File: config.mk
export PLATFORM = sky130hd
export DESIGN_NAME = uart_rx
export DESIGN_NICKNAME = d
export VERILOG_FILES = /design/src/rtl/uart_rx.sv
export SDC_FILE = /design/constraint.sdc
export NUM_CORES = 1
export LEC_CHECK = 0
export BUFFER_PORTS_ARGS = -buffer_cell sky130_fd_sc_hd__clkbuf_2
export CORE_MARGIN = 2
export CORE_UTILIZATION = 35
export CTS_BUF_LIST = sky130_fd_sc_hd__clkbuf_8
export DETAILED_ROUTE_END_ITERATION = 7
export SLEW_MARGIN = 20
export SYNTH_ARGS = -nofsm -noshare
export SYNTH_HDL_FRONTEND = slang
export SYNTH_SLANG_ARGS = --single-unit
export TNS_END_PERCENT = 30
File: constraint.sdc
create_clock -name clk -period 5.2 [get_ports clk]
set_clock_uncertainty 0.2 [all_clocks]
set_input_delay 1.04 -clock clk [delete_from_list [all_inputs] [get_ports clk]]
set_output_delay 1.04 -clock clk [all_outputs]
set_load 0.02 [all_outputs]
File: src/rtl/uart_rx.sv
// Serial register-access receiver: start bit, 18 payload bits LSB first, stop bit.
// Decodes odd-parity frames into one-cycle write/read strobes with address and data.
module uart_rx #(
    parameter int CLKS_PER_BIT = 8
) (
    input  logic       clk,
    input  logic       reset_n,
    input  logic       posi,
    output logic       write,
    output logic       read,
    output logic [7:0] write_addr,
    output logic [7:0] write_data,
    output logic [7:0] read_addr,
    output logic       parity_err,
    output logic       framing_err
);

    typedef enum logic [2:0] {
        IDLE,
        START,
        DATA,
        STOP,
        WAIT_IDLE
    } state_t;

    localparam int TW = $clog2(CLKS_PER_BIT);
    localparam logic [TW-1:0] FULL_M1 = TW'(CLKS_PER_BIT - 1);
    localparam logic [TW-1:0] HALF_M1 = TW'(CLKS_PER_BIT / 2 - 1);

    state_t        state;
    logic          posi_m;
    logic          posi_s;
    logic          posi_q;
    logic [TW-1:0] timer;
    logic [4:0]    bit_idx;
    logic [17:0]   shreg;

    // posi_q is the previous synchronized sample, used only for start-edge detection
    always_ff @(posedge clk or negedge reset_n) begin
        if (!reset_n) begin
            posi_m <= 1'b1;
            posi_s <= 1'b1;
            posi_q <= 1'b1;
        end else begin
            posi_m <= posi;
            posi_s <= posi_m;
            posi_q <= posi_s;
        end
    end

    always_ff @(posedge clk or negedge reset_n) begin
        if (!reset_n) begin
            state       <= IDLE;
            timer       <= '0;
            bit_idx     <= '0;
            shreg       <= '0;
            write       <= 1'b0;
            read        <= 1'b0;
            parity_err  <= 1'b0;
            framing_err <= 1'b0;
            write_addr  <= '0;
            write_data  <= '0;
            read_addr   <= '0;
        end else begin
            write       <= 1'b0;
            read        <= 1'b0;
            parity_err  <= 1'b0;
            framing_err <= 1'b0;
            case (state)
                IDLE: begin
                    timer   <= '0;
                    bit_idx <= '0;
                    if (posi_q && !posi_s) state <= START;
                end
                START: begin
                    if (timer == HALF_M1) begin
                        timer <= '0;
                        state <= posi_s ? IDLE : DATA;
                    end else begin
                        timer <= timer + 1'b1;
                    end
                end
                DATA: begin
                    if (timer == FULL_M1) begin
                        timer <= '0;
                        shreg <= {posi_s, shreg[17:1]};
                        if (bit_idx == 5'd17) state <= STOP;
                        else bit_idx <= bit_idx + 1'b1;
                    end else begin
                        timer <= timer + 1'b1;
                    end
                end
                STOP: begin
                    if (timer == FULL_M1) begin
                        timer <= '0;
                        if (!posi_s) begin
                            framing_err <= 1'b1;
                            state       <= WAIT_IDLE;
                        end else begin
                            state <= IDLE;
                            if (!(^shreg)) begin
                                parity_err <= 1'b1;
                            end else if (!shreg[0]) begin
                                write      <= 1'b1;
                                write_addr <= shreg[16:9];
                                write_data <= shreg[8:1];
                            end else begin
                                read      <= 1'b1;
                                read_addr <= shreg[16:9];
                            end
                        end
                    end else begin
                        timer <= timer + 1'b1;
                    end
                end
                WAIT_IDLE: begin
                    if (posi_s) state <= IDLE;
                end
                default: state <= IDLE;
            endcase
        end
    end

endmodule

==> results.tsv <==
stage	metric	value	unit
placed_design	dpl_cell_area	2820	µm²
sta	fin_crit_sh	51.9	%
worst_setup_path	required	5.22	ns
hold_path	hold_path_class	reg2reg	
cells_and_area	drive_gt1_share	40.9	%
sta	worst_pin_slew	0.877	ns
floorplanning	initial_core_util	35.9	%
hold_path	hold_depth	0	
worst_setup_path	arrival	2.72	ns
logic_synthesis	synth_cells	185	
sta	fmax	370	MHz
hold_path	min_from	posi_m	
hold_path	hold_path_end	posi_s	
run_status	status	completed	
cells_and_area	fin_nets	229	
worst_setup_path	crit_start	shreg[5]	
floorplanning	die_y	89.8	µm
logic_synthesis	yosysSeqAreaShare	58.5	%
clock_tree	cts.path.max_buffers	2	
power	irDropWorstVdd	0.000115	V
cells_and_area	final_common_cell	dfrtp_1	
sta	rsz0062_at_grt	no	
cells_and_area	fillers	682	
power	p_per_area	377	nW/µm²
route	via_count	1465	
route	dr_wl_met3	157	µm
floorplanning	rows	31	
clock_tree	cts_tree	built	
route	top_layer	met4	
global_routing	grt_overflow	0	
placed_design	hpwl	2.73	mm
logic_synthesis	synth_nets	194	
global_routing	grtUsageTotal	11.2	%
global_routing	antenna_found_initial	0	
placed_design	place.gp.congestion	0.663	
logic_synthesis	synth_area_per_cell	13.9	µm²
clock_tree	cts.repair.resized	0	
worst_setup_path	critPathKind	reg2reg	
logic_synthesis	async_flop_share	100	%
worst_setup_path	r2r_slack	2.50	ns
floorplanning	core_area	7180	µm²
clock_tree	cts_root_buf	clkbuf_8	
logic_synthesis	synth_area_leaders	dfrtp_1 (55%), mux2_2 (15%), mux2_4 (4.7%)	
worst_setup_path	cp_max_fo	9	
floorplanning	die_area	8060	µm²
cells_and_area	instances_no_fill	324	
sta	min_period	2.70	ns
cells_and_area	antenna_cells	0	
clock_tree	cts.sinks	60	
route	ant_nets	0	
cells_and_area	postLayoutCellArea	3070	µm²
worst_setup_path	end_kind	flop	
clock_tree	clkTransAtPathRegs	0.07	ns
placed_design	port_buffers	30	
route	routed_wl	4.18	mm
logic_synthesis	synth-seq-cells	60	
logic_synthesis	synth_top_area_share	55.4	%
worst_setup_path	worst_r2r_endpoint	read_addr[4]	
clock_tree	hold_buffers	0	
sta	setup_viol	0	
cells_and_area	syn_to_final_growth	19.2	%
global_routing	first_global_vias	1437	
route	drcViolationCount	0	
logic_synthesis	yosysTopAreaCell	dfrtp_1	
sta	maxSlewHeadroom	41.6	%
worst_setup_path	rr_worst_depth	6	
sta	final.setup.tns	0	ns
global_routing	grt_pass1_wl	7.00	mm
logic_synthesis	syn_area	2570	µm²
sta	hold_viol_final	0	
floorplanning	die_w	89.8	µm
job	drv_cap	0	
logic_synthesis	synth-edff-count	0	
logic_synthesis	yosys.cell_types.count	31	
route	via_per_inst	4.52	
worst_setup_path	rr_startpoint	shreg[5]	
route	drt-initial-drc-count	86	
route	wl_per_cell	12.9	µm
power	p_leak	1.56	nW
clock_tree	clk_latency	0.33	ns
worst_setup_path	worst_setup_path_start_kind	flop	
clock_tree	cts-htree-levels	3	
clock_tree	cts_setup_buffers	0	
power	p_total	1.16	mW
clock_tree	cts_buffers	9	
logic_synthesis	ys.flop_type	dfrtp_1	
route	drtPass1Iterations	4	
route	dr_wl_met2	1.89	mm
global_routing	grt_max_degree	61	
logic_synthesis	yosys_warnings	0	
cells_and_area	final_cell_mix	dfrtp_1 (57), mux2_2 (34), clkbuf_2 (30), xnor2_1 (13)	
placed_design	placed_cells	308	
route	met1_length	2.05	mm
floorplanning	ios	31	
sta	slew_violations	0	
## critical path, cell delays in order, from the launching register on
cell     delay, ns
dfrtp_1       0.42
xor2_1        0.19
xnor3_1       0.42
xnor2_1       0.14
xnor2_1       0.26
and4_1        0.60
mux2_4        0.35
## routing by layer
layer,up-vias,global-route usage [%]
li1,713,-
met4,0,7.31
met5,-,0
met3,7,2.60
met1,718,14.9
met2,27,16.5
## stage by stage
stage	hold slack, ns	worst slack (ns)	util [%]
after floorplan	0.145	2.76	-
after detailed placement	0.147	2.50	39.3
after CTS	0.156	2.46	42.8
after global placement	0.147	2.58	39.3
final	0.156	2.50	42.8
after global routing	0.164	2.33	42.8
## synthesized netlist by cell type (2+ instances only)
library cell / instances
dfrtp_1: 57
mux2_2: 34
xnor2_1: 13
nor2_1: 11
nand2_1: 9
mux2_4: 8
ha_1: 6
clkbuf_1: 5
inv_1: 5
xor2_1: 5
a21oi_1: 4
a211oi_1: 3
dfstp_2: 3
o21ai_0: 3
mux2i_1: 2
nand4_1: 2
## cell type report
cell class                 count  area [µm²]  share of cell area (%)
timing repair buffer          31         158                    5.14
clock inverter                 5        98.8                    3.22
multi-input combinational    113        1010                    33.0
tap                           99         124                    4.04
inverter                       5        18.8                   0.612
sequential                    60        1510                    49.1
clock buffer                  11         151                    4.93
## kinds of logic after synthesis
group	Yosys count	synth area share, %
buffers and inverters	12	2.19
xor gates and xnor gates	19	7.00
adders and majority gates	6	2.92
AOI/OAI and AO/OA	13	3.11
and+or+nand+nor	31	5.98
muxes	44	20.3
DFF	60	58.5
## sequential cells by signal, indices dropped and copies added (netlist names)
signal and flops:
shreg 18, read_addr 8, write_addr 8, write_data 8
bit_idx 5, state 3, timer 3, framing_err 1
parity_err 1, posi_m 1, posi_q 1, posi_s 1
read 1, write 1
## how the worst max path moves through the flow
stage	to	slack, ns
3_3_place_gp	read_addr[3]	2.58
3_5_place_dp	read_addr[4]	2.50
5_1_grt	read_addr[4]	2.33
6_report	read_addr[4]	2.50
2_1_floorplan	shreg[10]	2.76
4_1_cts	read_addr[4]	2.46
## where the power goes
part | leakage (nW) | internal, mW | switching, mW
clock network | 0.131 | 0.342 | 0.172
logic | 0.608 | 0.0514 | 0.0589
registers | 0.818 | 0.492 | 0.0399
No activity file was read; power rests on OpenSTA's default activity.
